`src/rtl/vector_result_skid_buffer_if.sv`:
```
// -----------------------------------------------------------------------------
// vector_result_skid_buffer_if
// Handshake bundle between the vector ALU (upstream), the result skid buffer,
// and the memory/writeback stage (downstream).
//
// Signals:
//   in_valid / in_ready        upstream handshake
//   in_result [LANES][DW]      lane results
//   in_comparison [LANES]      per-lane less-than flags
//   in_dest [DEST_WIDTH]       destination vector register index
//   in_wr_en                   register-file write enable
//   out_valid / out_ready      downstream handshake
//   out_result, out_comparison, out_dest, out_wr_en   head entry fields
//
// Modports:
//   slave  - the buffer's view (accepts from upstream, presents downstream)
//   master - the environment's view (drives upstream, consumes downstream)
// -----------------------------------------------------------------------------
interface vector_result_skid_buffer_if #(
  parameter int DATA_WIDTH = 8,
  parameter int LANES      = 6,
  parameter int DEST_WIDTH = 4
);
  logic                                in_valid;
  logic                                in_ready;
  logic [LANES-1:0][DATA_WIDTH-1:0]    in_result;
  logic [LANES-1:0]                    in_comparison;
  logic [DEST_WIDTH-1:0]               in_dest;
  logic                                in_wr_en;

  logic                                out_valid;
  logic                                out_ready;
  logic [LANES-1:0][DATA_WIDTH-1:0]    out_result;
  logic [LANES-1:0]                    out_comparison;
  logic [DEST_WIDTH-1:0]               out_dest;
  logic                                out_wr_en;

  modport slave (
    input  in_valid, in_result, in_comparison, in_dest, in_wr_en, out_ready,
    output in_ready, out_valid, out_result, out_comparison, out_dest, out_wr_en
  );

  modport master (
    output in_valid, in_result, in_comparison, in_dest, in_wr_en, out_ready,
    input  in_ready, out_valid, out_result, out_comparison, out_dest, out_wr_en
  );
endinterface

```
`src/rtl/vector_result_skid_buffer.sv`:
```
// -----------------------------------------------------------------------------
// vector_result_skid_buffer
// Two-entry skid buffer between the vector ALU and the memory/writeback stage.
// MAIN is the head entry presented downstream; SKID catches the one entry that
// upstream may push while the downstream stage is stalling. in_ready comes
// straight from a flop so no combinational path exists from out_ready to
// in_ready.
//
// Ports:
//   clk           clock, rising edge
//   rst           asynchronous active-high reset
//   flush         synchronous flush, discards every buffered entry
//   bus           vector_result_skid_buffer_if.slave handshake bundle
//   stall_cycles  (only with VEC_SKID_STATS_EN) saturating 16-bit count of
//                 cycles with out_valid=1 and out_ready=0; not cleared by flush
//
// Optional feature macro: VEC_SKID_STATS_EN
// -----------------------------------------------------------------------------
module vector_result_skid_buffer #(
  parameter int DATA_WIDTH = 8,
  parameter int LANES      = 6,
  parameter int DEST_WIDTH = 4
) (
  input  logic                         clk,
  input  logic                         rst,
  input  logic                         flush,
  vector_result_skid_buffer_if.slave   bus
`ifdef VEC_SKID_STATS_EN
  ,
  output logic [15:0]                  stall_cycles
`endif
);

  localparam logic [1:0] ST_EMPTY = 2'd0;
  localparam logic [1:0] ST_ONE   = 2'd1;
  localparam logic [1:0] ST_TWO   = 2'd2;

  typedef struct packed {
    logic [LANES-1:0][DATA_WIDTH-1:0] result;
    logic [LANES-1:0]                 comparison;
    logic [DEST_WIDTH-1:0]            dest;
    logic                             wr_en;
  } entry_t;

  logic [1:0] state, state_d;
  logic       in_ready_q;
  entry_t     main_q, skid_q, in_entry;
  logic       in_xfer, out_xfer, out_valid;
  logic       load_main_in, load_main_skid, load_skid;

  assign in_entry  = {bus.in_result, bus.in_comparison, bus.in_dest, bus.in_wr_en};
  assign out_valid = (state != ST_EMPTY);
  assign in_xfer   = bus.in_valid & in_ready_q;
  assign out_xfer  = out_valid & bus.out_ready;

  always_comb begin
    // NOTE: every signal written here gets a default first, so no path leaves
    // one unassigned and no latch is inferred.
    state_d        = state;
    load_main_in   = 1'b0;
    load_main_skid = 1'b0;
    load_skid      = 1'b0;
    if (flush) begin
      // Flush wins over everything; an input offered this cycle is dropped.
      state_d = ST_EMPTY;
    end else begin
      case (state)
        ST_EMPTY: begin
          if (in_xfer) begin
            load_main_in = 1'b1;
            state_d      = ST_ONE;
          end
        end
        ST_ONE: begin
          if (in_xfer && out_xfer) begin
            load_main_in = 1'b1;
          end else if (in_xfer) begin
            load_skid = 1'b1;
            state_d   = ST_TWO;
          end else if (out_xfer) begin
            state_d = ST_EMPTY;
          end
        end
        ST_TWO: begin
          // in_ready is low here, so in_valid cannot cause a transfer.
          if (bus.out_ready) begin
            load_main_skid = 1'b1;
            state_d        = ST_ONE;
          end
        end
        default: state_d = ST_EMPTY;
      endcase
    end
  end

  always_ff @(posedge clk or posedge rst) begin
    if (rst) begin
      // NOTE: the two data entries are reset too, because the out_* fields
      // must read 0 while reset is held, not just be marked invalid.
      state      <= ST_EMPTY;
      in_ready_q <= 1'b1;
      main_q     <= '0;
      skid_q     <= '0;
    end else begin
      // NOTE: non-blocking assignments so every flop samples pre-edge values.
      state      <= state_d;
      // Registered from the next state: ready whenever a slot will be free.
      in_ready_q <= (state_d != ST_TWO);
      if (load_main_in) begin
        main_q <= in_entry;
      end else if (load_main_skid) begin
        main_q <= skid_q;
      end
      if (load_skid) begin
        skid_q <= in_entry;
      end
    end
  end

  assign bus.in_ready  = in_ready_q;
  assign bus.out_valid = out_valid;
  assign {bus.out_result, bus.out_comparison, bus.out_dest, bus.out_wr_en} = main_q;

`ifdef VEC_SKID_STATS_EN
  always_ff @(posedge clk or posedge rst) begin
    if (rst) begin
      stall_cycles <= 16'd0;
    end else if (out_valid && !bus.out_ready && (stall_cycles != 16'hFFFF)) begin
      stall_cycles <= stall_cycles + 16'd1;
    end
  end
`endif

endmodule

```
`src/flat_wrapper.sv`:
```
// flat-port wrapper written by rule: the top's interface ports become plain ports
module vector_result_skid_buffer_flat 
#(
  parameter int DATA_WIDTH = 8,
  parameter int LANES      = 6,
  parameter int DEST_WIDTH = 4
)
  (clk, rst, flush, bus_in_valid, bus_in_result, bus_in_comparison, bus_in_dest, bus_in_wr_en, bus_out_ready, bus_in_ready, bus_out_valid, bus_out_result, bus_out_comparison, bus_out_dest, bus_out_wr_en);
  vector_result_skid_buffer_if #(.DATA_WIDTH(DATA_WIDTH), .LANES(LANES), .DEST_WIDTH(DEST_WIDTH)) bus_i ();
  input  logic clk;
  input  logic rst;
  input  logic flush;
  input wire logic [$bits(bus_i.in_valid)-1:0] bus_in_valid;
  input wire logic [$bits(bus_i.in_result)-1:0] bus_in_result;
  input wire logic [$bits(bus_i.in_comparison)-1:0] bus_in_comparison;
  input wire logic [$bits(bus_i.in_dest)-1:0] bus_in_dest;
  input wire logic [$bits(bus_i.in_wr_en)-1:0] bus_in_wr_en;
  input wire logic [$bits(bus_i.out_ready)-1:0] bus_out_ready;
  output wire logic [$bits(bus_i.in_ready)-1:0] bus_in_ready;
  output wire logic [$bits(bus_i.out_valid)-1:0] bus_out_valid;
  output wire logic [$bits(bus_i.out_result)-1:0] bus_out_result;
  output wire logic [$bits(bus_i.out_comparison)-1:0] bus_out_comparison;
  output wire logic [$bits(bus_i.out_dest)-1:0] bus_out_dest;
  output wire logic [$bits(bus_i.out_wr_en)-1:0] bus_out_wr_en;
  assign bus_i.in_valid = bus_in_valid;
  assign bus_i.in_result = bus_in_result;
  assign bus_i.in_comparison = bus_in_comparison;
  assign bus_i.in_dest = bus_in_dest;
  assign bus_i.in_wr_en = bus_in_wr_en;
  assign bus_i.out_ready = bus_out_ready;
  assign bus_in_ready = bus_i.in_ready;
  assign bus_out_valid = bus_i.out_valid;
  assign bus_out_result = bus_i.out_result;
  assign bus_out_comparison = bus_i.out_comparison;
  assign bus_out_dest = bus_i.out_dest;
  assign bus_out_wr_en = bus_i.out_wr_en;
  vector_result_skid_buffer #(.DATA_WIDTH(DATA_WIDTH), .LANES(LANES), .DEST_WIDTH(DEST_WIDTH)) u_core (.clk(clk), .rst(rst), .flush(flush), .bus(bus_i));
endmodule
```
`config.mk`:
```
export PLATFORM = sky130hd
export DESIGN_NAME = vector_result_skid_buffer_flat
export DESIGN_NICKNAME = d
export VERILOG_FILES = /design/src/rtl/vector_result_skid_buffer_if.sv /design/src/rtl/vector_result_skid_buffer.sv /design/src/flat_wrapper.sv
export SDC_FILE = /design/constraint.sdc
export NUM_CORES = 1
export LEC_CHECK = 0
export ABC_AREA = 1
export CAP_MARGIN = 20
export CORE_MARGIN = 1
export CORE_UTILIZATION = 50
export DETAILED_ROUTE_END_ITERATION = 10
export GPL_TIMING_DRIVEN = 0
export HOLD_SLACK_MARGIN = 0.05
export MAX_ROUTING_LAYER = met4
export PLACE_DENSITY_LB_ADDON = 0.08
export SLEW_MARGIN = 10
export SYNTH_ARGS = -nofsm -noshare
export SYNTH_HDL_FRONTEND = slang
export SYNTH_SLANG_ARGS = --single-unit
```
`constraint.sdc`:
```
create_clock -name clk -period 8.7 [get_ports clk]
set_clock_uncertainty 0.05 [all_clocks]
set_input_delay 1.74 -clock clk [delete_from_list [all_inputs] [get_ports clk]]
set_output_delay 1.74 -clock clk [all_outputs]
set_load 0.01 [all_outputs]
```
; Yosys cells after proc, flatten, opt, wreduce, memory -nomap -nowiden
; Index checks and enable logic that the tools add are counted.
; W data, S select, Z words.
[word_totals]
ff_bits = 121
in_bits = 64
[op_classes]
n_eq_ne = 3
muxes = 19
n_bitwise = 2
n_reduce_logical = 4
[ops]
columns = operator, n
row1 = $mux W59, 2
row2 = $mux W2, 6
row3 = $mux W1, 9
row4 = $pmux W2 S3, 1
row5 = $reduce_bool A2 Y1, 2
row6 = $and A1 B1 Y1, 2
row7 = $eq A2 B1 Y1 const B, 1
row8 = $eq A2 B2 Y1 const B, 1
row9 = $logic_not A2 Y1, 1
row10 = $ne A2 B2 Y1 const B, 1
row11 = $pmux W1 S2, 1
row12 = $logic_and A1 B1 Y1, 1

; Longest topological paths before layout
; Gate-level depths: netlist of the first run.
[logic_depth]
ltp_word = 8
ltp_mapped = 8

; Worst setup path after synthesis of the first run
; OpenSTA, ideal clock, no wires.
[synth_timing]
path_kind = input-to-reg
startpoint = input bus_in_valid
endpoint = register u_core.main_q, in the netlist u_core.bus.out_comparison[5]
t_arrival_ns = 2.657
t_required_ns = 8.533
path_slack_ns = 5.876
cell_stages = 7
path_buffers = 2
cell_sequence = nand2_1 -> nor3_2 -> buf_2 -> clkbuf_1 -> nand3_1 -> nand2_1 -> nand2_1
[synth_between]
elab_chain_len = 6
elab_cells_between_ends = 8
cone_classes = mux (5) / bitwise (1) / reduce/logical (2)
[synth_rtl]
columns = element, line_no
row1 = from (decl), flat_wrapper.sv:13  ; input wire logic [$bits(bus_i.in_valid)-1:0] bus_in_valid;
row2 = $and A1 B1 Y1 (*), vector_result_skid_buffer.sv:53  ; assign in_xfer = bus.in_valid & in_ready_q;
row3 = $logic_and A1 B1 Y1, vector_result_skid_buffer.sv:75  ; if (in_xfer && out_xfer) begin
row4 = $mux W1, vector_result_skid_buffer.sv:75
row5 = $pmux W1 S2 (*), vector_result_skid_buffer.sv:67  ; case (state)
row6 = $mux W1 (*), vector_result_skid_buffer.sv:63  ; if (flush) begin
row7 = $mux W59 / $reduce_bool A2 Y1 (equally long branches), --
row8 = to (signal assigned), vector_result_skid_buffer.sv:110  ; main_q <= in_entry;
row9 = to (signal assigned), vector_result_skid_buffer.sv:112  ; main_q <= skid_q;
row10 = to (decl), vector_result_skid_buffer.sv:47  ; entry_t main_q, skid_q, in_entry;
; Every way passes the cells marked *; elsewhere a longest branch is shown, timed or not.
; A chain may end at the register's enable or synchronous reset.

; Worst setup path after layout of the first run
[layout_timing]
startpoint = register u_core.state[0]
endpoint = output bus_out_valid
[layout_between]
elab_chain_len = 1
[layout_rtl]
columns = element, line_no
row1 = from (decl), vector_result_skid_buffer.sv:45  ; logic [1:0] state, state_d;
row2 = from (signal assigned), vector_result_skid_buffer.sv:106  ; state <= state_d;
row3 = $reduce_bool A2 Y1, vector_result_skid_buffer.sv:52  ; assign out_valid = (state != ST_EMPTY);
row4 = to (decl), flat_wrapper.sv:20  ; output wire logic [$bits(bus_i.out_valid)-1:0] bus_out_valid;
; Every way passes these cells.

==> metrics, run 1 <==
status finished, final reports clean; die area approximately 12000 sq um; Final #Nets about 1000; synth unique cells 16; RSZ-0062 raised after global routing false; CTS tree built; H-tree depth 4; Die Height 111 um; commonest non-fill, non-tap cell in the layout nand2_1; fmax 0.286 GHz; Internal 1.45 mW; first-pass GRT wire length 26800 um; vias in the first global route between 5000 and 6000; Period minus WS final 3.49 ns; CTS root buffer clkbuf_16; pin count of the biggest net entering global routing 76; setup TNS 0 ns; Ports 125; Area Overhead vs Synth 35.6%; Psw about 540 uW; Seq/Total Area, Yosys roughly half; Bufs and invs on worst path 3; Clock Power Share 39.1%; gr ovfl total 0; DR vias about 5700; fin crit share about two fifths; Cell Chain, Critical Path buf_2, nor2_1, inv_1, clkdlybuf4s50_1; Design Power slightly below 2 mW; Crit Path Class reg2out; Area after DPL 7370 sq um; sequential power share 39.5%; Slew Viols, Final 0; DRT iter0 DRCs 359; Pleak 4.24 nW; commonest non-fill, non-tap cells in the layout nand2_1 (360), clkdlybuf4s50_1 (124), nand3_1 (120), dfrtp_1 (120), inv_1 (62); setup violators final 0; max cap viols 0; Die W 111 um; ANT cells 0; WP data required 6.91 ns; clk sinks approximately 120; share of post-route cells with drive strength above 1 6.52%; GRT Util Overall 28.4%; slowest stage delay, CP roughly 0.48 ns; Switching Fraction a little over a quarter; syn nets 859; Initial Utilization 51.6%; vias per cell roughly 5.3; DRC 0; type of origin of the critical path register; crit path DAT 1.70 ns; Slew headroom 54.3%; placeable core region 11500 sq um; initial antenna violation count 0; hold crit path type reg2reg; Placer Congestion between 0.8 and 0.9; hold_buf cts 0; Slowest-stage cell, CP clkdlybuf4s50_1; setup bufs post-CTS 0; Design Area, Final 8030 sq um; critical path capture point type primary output; combinational power share 21.4%; worst-skew pair later-pin latency 0.42 ns; Worst IR Drop VDD 0.163 mV; mapped cell area 5920 sq um; Total Wirelength 16100 um; count of input and output buffers 124; crit-path max FO 10; Final HPWL DP 11000 um; Clock Path Buffers 2; num rows 39; mean post-synth cell area 7.44 sq um; worst slew pin tran 0.685 ns; TritonCTS Buffers 17; Worst-path clk slew 0.05 ns; Crit path max-delay family buffers and inverters; Mapped Cells 795; remaining antenna violation count 0; post-DR wirelength/cell 14.7 um; Yosys reg bits 121; YS warnings 0; Pwr Density 248 nW/um^2; Final Hold Violating Endpoints 0; iteration count of the initial detailed-routing pass 5; post_cts resized 0
metal layers:
| metal | up-vias | track usage, % | routed length (um) |
|---|---|---|---|
| met2 | 214 | 45.2 | 7690 |
| met3 | 30 | 4.81 | 990 |
| met5 | - | - | 0 |
| met1 | 2675 | 36.2 | 7120 |
| li1 | 2826 | - | - |
| met4 | 0 | 11.7 | 312 |
tightest hold or removal path: cells and delay by family, from the launching register on:
kind / cells / cell delay, ns
AND/OR/NAND/NOR: 2 / 0.10
flip-flops: 1 / 0.34
cells in the mapped netlist, drive strengths merged:
master | count | area share [%]
dfrtp | 120 | 51
nor3 | 2 | 0.34
a21oi | 1 | 0.084
nor2 | 4 | 0.25
nand3 | 120 | 10
nand4 | 59 | 6.2
buf | 32 | 2.7
o21ai | 1 | 0.15
clkbuf | 30 | 1.9
nand2 | 361 | 23
inv | 64 | 4.1
dfstp | 1 | 0.44
final cells by class:
class                      count  area [sq um]
buffer                        62           273
clock buffer                  24           492
clock inverter                 7           163
fill                         957          3440
inverter                      64           245
multi-input combinational    548          2380
sequential                   121          3030
tap                          143           179
timing repair buffer         125          1270
sequential cells by signal (all words and copies together) (netlist names):
signal / count
u_core.bus.out_wr_en: 1
u_core.skid_q: 59
u_core.bus.out_comparison: 6
u_core.bus.out_result: 48
u_core.bus.out_dest: 4
u_core.state: 2
u_core.bus.in_ready: 1
logic make-up (layout without fill, tap and decap cells):
group	count (synthesis)	after routing	share of synthesized area, %
simple gates	546	546	39.9
buf+inv	126	282	8.67
flops	121	121	51.2
compound gates	2	2	0.233
stage by stage:
step                hold slack [ns]  instances  worst slack [ns]  utilization (%)
finish                        0.421       1094              5.21             70.0
global route                  0.436       1094              5.12             70.0
detailed placement            0.409       1063              4.87             64.3
global placement              0.404       1062              2.00             64.0
CTS                           0.423       1094              5.20             70.0
floorplan                     0.392        795              3.70                -
power by group through the flow:
| stage | combinational, mW | sequential (mW) | clock [mW] |
|---|---|---|---|
| final | 0.425 | 0.784 | 0.778 |
| after global routing | 0.470 | 0.800 | 0.809 |
| after CTS | 0.428 | 0.783 | 0.783 |
| after detailed placement | 0.424 | 0.790 | 0 |
| after global placement | 0.411 | 0.785 | 0 |
| after floorplan | 0.186 | 0.804 | 0 |
path summary, 6_finish.rpt:
check                                               from                                    end  slack (ns)  depth (start not counted)
setup / recovery               u_core.state[0]$_DFF_PP0_                          bus_out_valid        5.21                          4
hold / removal             u_core.skid_q[25]$_DFFE_PP0P_          u_core.skid_q[25]$_DFFE_PP0P_        0.42                          2
setup reg to reg               u_core.state[1]$_DFF_PP0_  u_core.bus.out_result[43]$_DFFE_PP0P_        6.51                          7
hold reg to reg            u_core.skid_q[25]$_DFFE_PP0P_          u_core.skid_q[25]$_DFFE_PP0P_        0.42                          2
max in group asynchronous                            rst          u_core.bus.in_ready$_DFF_PP1_        6.09                          3
min in group asynchronous                            rst  u_core.bus.out_result[19]$_DFFE_PP0P_        1.77                          2
(Power assumes the default switching activity.)
==> run 2: changes to the inputs <==
- CORE_UTILIZATION: 50 -> 46
- clock period: 8.7 -> 2.84 ns (I/O delays scaled with it)
==> run 2 against run 1 <==
- combinational power grew to 3.1 times the previous value
- cell area grew 1.0%
- final cell count is 2.9% higher
- wire length grew 1.5%
- die area is 8.5% higher
- global-route usage fell by 1.5 points
- sequential share of layout area down 0.38 points
- first-iteration DRC count grew 27%
- total power increased to 3.1 times the previous value
- hold slack worse by 0.00092 ns
- critical path type unchanged
- largest power group unchanged
- highest routed layer unchanged
==> metrics, run 2 (synthesis gave the netlist of run 1 again) <==
RSZ-0062 raised after global routing false; iteration count of the initial detailed-routing pass 5 (unchanged); ANT cells 0 (unchanged); hold_buf cts 0 (unchanged); Largest register FFs 59 (unchanged); Slowest-stage cell, CP clkdlybuf4s50_1; met3 Usage GRT 5.18% (+0.37 points); post-DR wirelength/cell 14.5 um (-1.4%); setup violators final 0 (unchanged); slowest stage delay, CP 0.48 ns (about the same); remaining antenna violation count 0 (unchanged); WP data required 2.22 ns (-4.69 ns); Final Hold Violating Endpoints 0 (unchanged); gr ovfl total 0 (unchanged); Clock Path Buffers 2 (unchanged); critical path capture point type primary output; Die W 115 um (+4.2%); CTS root buffer clkbuf_16; Die Height 115 um (+4.2%); Pleak 4.27 nW (+0.64%); Min Hold Slack 0.420 ns (-0.000918 ns); Crit Path Class reg2out; DRC 0 (unchanged); hold crit path type reg2reg; largest reg by FF count u_core.skid_q; Bufs and invs on worst path 3 (unchanged); Area after DPL 7440 sq um (+0.92%); fmax 0.432 GHz; H-tree depth 4 (unchanged); Area Overhead vs Synth 37.0%; first-pass GRT wire length 26700 um (-0.21%); vias per cell 5.12 (-2.5%); Ports 125 (unchanged); clk sinks 121 (unchanged); Placer Congestion 0.842 (+3.4%); Total Wirelength 16400 um (+1.5%); Final Non-Filler Cells 1126 (+2.9%); Final #Nets 1005 (+0.20%); Slew Viols, Final 0 (unchanged); worst-skew pair later-pin latency 0.42 ns (about the same); max cap viols 0 (unchanged); crit-path max FO 10 (unchanged); CTS tree built; vias in the first global route 5521 (-0.54%); fin crit share 81.6%; GR Util met1 35.2% (-1.0 points); commonest non-fill, non-tap cell in the layout nand2_1; GRT Max-Usage Layer met2; initial antenna violation count 0 (unchanged); Cell Chain, Critical Path buf_2, nor2_1, inv_1, clkdlybuf4s50_1; status finished, final reports clean; Final HPWL DP 11500 um (+4.6%); commonest non-fill, non-tap cells in the layout nand2_1 (360), clkdlybuf4s50_1 (124), nand3_1 (120), dfrtp_1 (120), inv_1 (62); Slew headroom 55.1% (+0.78 points); Initial Utilization 47.1% (-4.5 points); crit path DAT 1.70 ns (about the same); worst slew pin tran 0.672 ns (-0.0131 ns); Period minus WS final 2.32 ns; Pwr Density 753 nW/um^2 (+200%); post_cts resized 0 (unchanged); placed insts 1094 (+2.9%); placeable core region 12600 sq um (+9.6%); setup bufs post-CTS 0 (unchanged); Worst-path clk slew 0.05 ns (about the same); Design Power 6.11 mW (+210%); type of origin of the critical path register; count of input and output buffers 124 (unchanged); DR vias 5766 (+0.37%); TritonCTS Buffers 17 (unchanged); DRT iter0 DRCs 455 (+27%); pin count of the biggest net entering global routing 35 (-54%); Worst IR Drop VDD 0.371 mV (+130%); GRT Util Overall 27.0% (-1.5 points); M2 GR Usage 41.3% (-3.9 points); share of post-route cells with drive strength above 1 7.02% (+0.50 points); Design Area, Final 8110 sq um (+1.0%); fillers 1136 (+19%); Crit path max-delay family buffers and inverters; die area 13300 sq um (+8.5%); num rows 41 (+5.1%)
## run 2: cell types whose count changed in the layout (fill, tap and decap cells not counted), sizes merged
cell / change
bufinv: -1
clkinv: +1
clkbuf: +2
buf: +2
inv: -1
## run 2: cell type report
cell class              count  area (sq um)  share of cell area, %
plain buffers              62           273                   3.36
clock buffers              26           539                   6.65
clock inverters             6           130                   1.60
inverters                  64           244                   3.01
multi-input cells         548          2380                   29.3
flip-flops and latches    121          3030                   37.4
well taps                 172           215                   2.65
repair buffers            127          1300                   16.0
## run 2: final timing paths
path / startpoint / to / slack, ns / depth (start not counted)
worst max-delay path: u_core.state[0]$_DFF_PP0_ / bus_out_valid / 0.52 / 4
worst min-delay path: u_core.skid_q[31]$_DFFE_PP0P_ / u_core.skid_q[31]$_DFFE_PP0P_ / 0.42 / 2
worst max register to register: u_core.state[1]$_DFF_PP0_ / u_core.bus.out_result[43]$_DFFE_PP0P_ / 0.60 / 7
worst min register to register: u_core.skid_q[31]$_DFFE_PP0P_ / u_core.skid_q[31]$_DFFE_PP0P_ / 0.42 / 2
max in group asynchronous: rst / u_core.skid_q[34]$_DFFE_PP0P_ / 1.37 / 4
min in group asynchronous: rst / u_core.bus.out_result[32]$_DFFE_PP0P_ / 0.56 / 2
## run 2: power breakdown
part           internal [mW]  switching [mW]  total (mW)
logic                  0.646           0.660        1.31
clock network           1.65           0.748        2.40
registers               2.16           0.243        2.40
total                   4.46            1.65        6.11
## run 2: routing by layer
layer / vias up / routed length, um
li1: 2831 / -
met1: 2748 / 7590
met2: 160 / 7670
met3: 27 / 770
met4: 0 / 331
met5: - / 0
## run 2: through the flow
step           utilization, %  worst slack, ns  TNS, ns
6_report                 64.5            0.523        0
5_1_grt                  64.5            0.383        0
4_1_cts                  64.5            0.514        0
3_5_place_dp             59.2            0.140        0
3_3_place_gp             58.7           -0.386   -45.77
2_1_floorplan               -            0.739        0
## run 2: worst reg2reg max path: cells and delay by family (launching register included)
family          cells  cell delay [ns]
compound gates      1             0.38
buf+inv             1             0.41
flops               1             0.44
simple gates        5             0.84
==> run 3: changes to the inputs <==
- clock period: 2.84 -> 2.1 ns (I/O delays scaled with it)
==> run 3 against run 2 <==
- non-clock buffer count unchanged
- final cell count unchanged
- sequential share of layout area down 0.081 points
- sequential power up 35%
- die area unchanged
- first-iteration DRC count down 4.2%
- clock power up 35%
- wire length down 0.52%
- via count up 0.36%
- cell area up 0.22%
- setup slack worse by 0.45 ns
- register-to-register slack worse by 0.53 ns
- critical path type is now reg2reg
==> metrics, run 3 (synthesis gave the netlist of run 1 again) <==
status finished, final reports clean; Internal 6.03 mW (+35%); commonest non-fill, non-tap cells in the layout nand2_1 (360), clkdlybuf4s50_1 (123), nand3_1 (120), dfrtp_1 (120), inv_1 (62); GRT Util Overall 26.9% (about the same); worst-skew pair later-pin latency 0.42 ns (about the same); share of post-route cells with drive strength above 1 7.55% (+0.52 points); setup TNS 0 ns (unchanged); iteration count of the initial detailed-routing pass 5 (unchanged); max cap viols 0 (unchanged); Switching Fraction 27.1% (about the same); TritonCTS Buffers 17 (unchanged); Slew Viols, Final 0 (unchanged); initial antenna violation count 0 (unchanged); crit path DAT 2.33 ns (+0.63 ns); first-pass GRT wire length 26700 um (about the same); Final HPWL DP 11500 um (unchanged); Slowest-stage cell, CP dfrtp_1; Initial Utilization 47.1% (unchanged); Cell Chain, Critical Path o21ai_4, nand2_1, nand2_2, buf_4, buf_2, nand3_1, nand2_1; slowest stage delay, CP 0.46 ns (-0.02 ns); r2r setup slk 0.07 ns (-0.53 ns); setup bufs post-CTS 0 (unchanged); crit-path max FO 10 (unchanged); Crit Path Class reg2reg; vias per cell 5.14 (+0.36%); Clock Path Buffers 2 (unchanged); Final #Nets 1005 (unchanged); Placer Congestion 0.842 (unchanged); Period minus WS final 2.03 ns; Largest register FFs 59 (unchanged); worst r2r dst u_core.bus.out_result[9]$_DFFE_PP0P_; DR vias 5787 (+0.36%); DRC 0 (unchanged); CTS tree built; Ports 125 (unchanged); Worst IR Drop VDD 0.506 mV (+36%); ANT cells 0 (unchanged); Design Power 8.26 mW (+35%); Final Non-Filler Cells 1126 (unchanged); worst slew pin tran 0.677 ns (+0.00500 ns); fillers 1135 (-0.088%); WP data required 2.40 ns (+0.18 ns); Area Overhead vs Synth 37.3%; commonest non-fill, non-tap cell in the layout nand2_1; Total Wirelength 16300 um (-0.52%); Die W 115 um (unchanged); DRT iter0 DRCs 436 (-4.2%); Die Height 115 um (unchanged); hold crit path type in2async; die area 13300 sq um (unchanged); Slew headroom 54.8% (-0.33 points); pin count of the biggest net entering global routing 35 (unchanged); placeable core region 12600 sq um (unchanged); RSZ-0062 raised after global routing true; Final Hold Violating Endpoints 0 (unchanged); vias in the first global route 5513 (-0.14%); remaining antenna violation count 0 (unchanged); most used cell, CP nand2_1; type of origin of the critical path register; Pwr Density 1020 nW/um^2 (+35%); critical path capture point type register; Worst-path clk slew 0.05 ns (about the same); CTS root buffer clkbuf_16; combinational power share 21.4% (about the same); Psw 2.24 mW (+35%); largest reg by FF count u_core.skid_q; setup violators final 0 (unchanged); Clock Power Share 39.3% (about the same); gr ovfl total 0 (unchanged); fmax between 0.4 and 0.5 GHz; Pleak 4.29 nW (+0.41%); num rows 41 (unchanged); clk sinks 121 (unchanged); R2R cell count 7 (unchanged); H-tree depth 4 (unchanged); Design Area, Final 8130 sq um (+0.22%); worst r2r src u_core.state[1]$_DFF_PP0_; Min Hold Slack 0.412 ns (-0.00788 ns); post-DR wirelength/cell 14.5 um (-0.52%); sequential power share 39.3% (about the same); placed insts 1094 (unchanged); fin crit share 96.5%; count of input and output buffers 124 (unchanged); Area after DPL 7440 sq um (unchanged)
-- run 3: cell types whose count changed in the layout (fill, tap and decap cells not counted) --
| cell | delta |
|---|---|
| clkbuf_1 | -3 |
| buf_1 | -2 |
| o21ai_4 | +1 |
| clkbuf_4 | +1 |
| buf_2 | -1 |
| dlygate4sd2_1 | +1 |
| buf_4 | +1 |
| o21ai_2 | -1 |
| clkbuf_2 | +4 |
| clkdlybuf4s50_1 | -1 |
-- run 3: critical path: cells and delay by family, from the launching register on --
family | cells | cell delay (ns)
AND/OR/NAND/NOR | 4 | 0.70
flip-flops | 1 | 0.46
buffers and inverters | 2 | 0.46
AO/OA/AOI/OAI | 1 | 0.29
-- run 3: worst max path at each step --
stage                              startpoint                                  endpoint  slack, ns  cells past startpoint
global placement                          rst  u_core.bus.out_comparison[0]$_DFFE_PP0P_      -0.98                      2
detailed placement              bus_out_ready     u_core.bus.out_result[43]$_DFFE_PP0P_      -0.45                      8
CTS                 u_core.state[1]$_DFF_PP0_      u_core.bus.out_result[0]$_DFFE_PP0P_       0.05                      7
finish              u_core.state[1]$_DFF_PP0_      u_core.bus.out_result[9]$_DFFE_PP0P_       0.07                      7
floorplan                                 rst  u_core.bus.out_comparison[0]$_DFFE_PP0P_       0.15                      1
global route        u_core.state[1]$_DFF_PP0_      u_core.bus.out_result[9]$_DFFE_PP0P_      -0.10                      7
-- run 3: layer usage --
metal | GRT usage, % | share of wire (%)
met1 | 35.3 | 46
met2 | 41.2 | 47
met3 | 5.18 | 5.2
met4 | 10.8 | 1.8
met5 | - | 0
-- run 3: power by group through the flow --
stage               registers (mW)  clock network [mW]  logic (mW)
global route                  3.31                3.39        1.98
CTS                           3.24                3.27        1.78
finish                        3.24                3.25        1.77
global placement              3.25                   0        1.71
floorplan                     3.33                   0       0.769
detailed placement            3.27                   0        1.76
-- run 3: repair_timing --
action,in CTS,in global routing
gates resized for setup,5,6
setup endpoints to repair,38,53
pin swaps,0,0
hold endpoints to repair,0,0
hold buffers,0,0
-- run 3: metrics by stage --
step | util, % | worst slack, ns
2_1_floorplan | - | 0.147
5_1_grt | 64.6 | -0.101
3_3_place_gp | 58.7 | -0.978
6_report | 64.6 | 0.0737
4_1_cts | 64.6 | 0.0525
3_5_place_dp | 59.2 | -0.452
-- run 3: cell type report --
| cell class | count | area, sq um | share of cell area, % |
|---|---|---|---|
| Sequential cell | 121 | 3030 | 37.3 |
| Multi-Input combinational cell | 548 | 2380 | 29.3 |
| Timing Repair Buffer | 127 | 1300 | 16.0 |
| Clock buffer | 26 | 539 | 6.64 |
| Buffer | 62 | 284 | 3.50 |
| Inverter | 64 | 244 | 3.00 |
| Tap cell | 172 | 215 | 2.65 |
| Clock inverter | 6 | 130 | 1.60 |
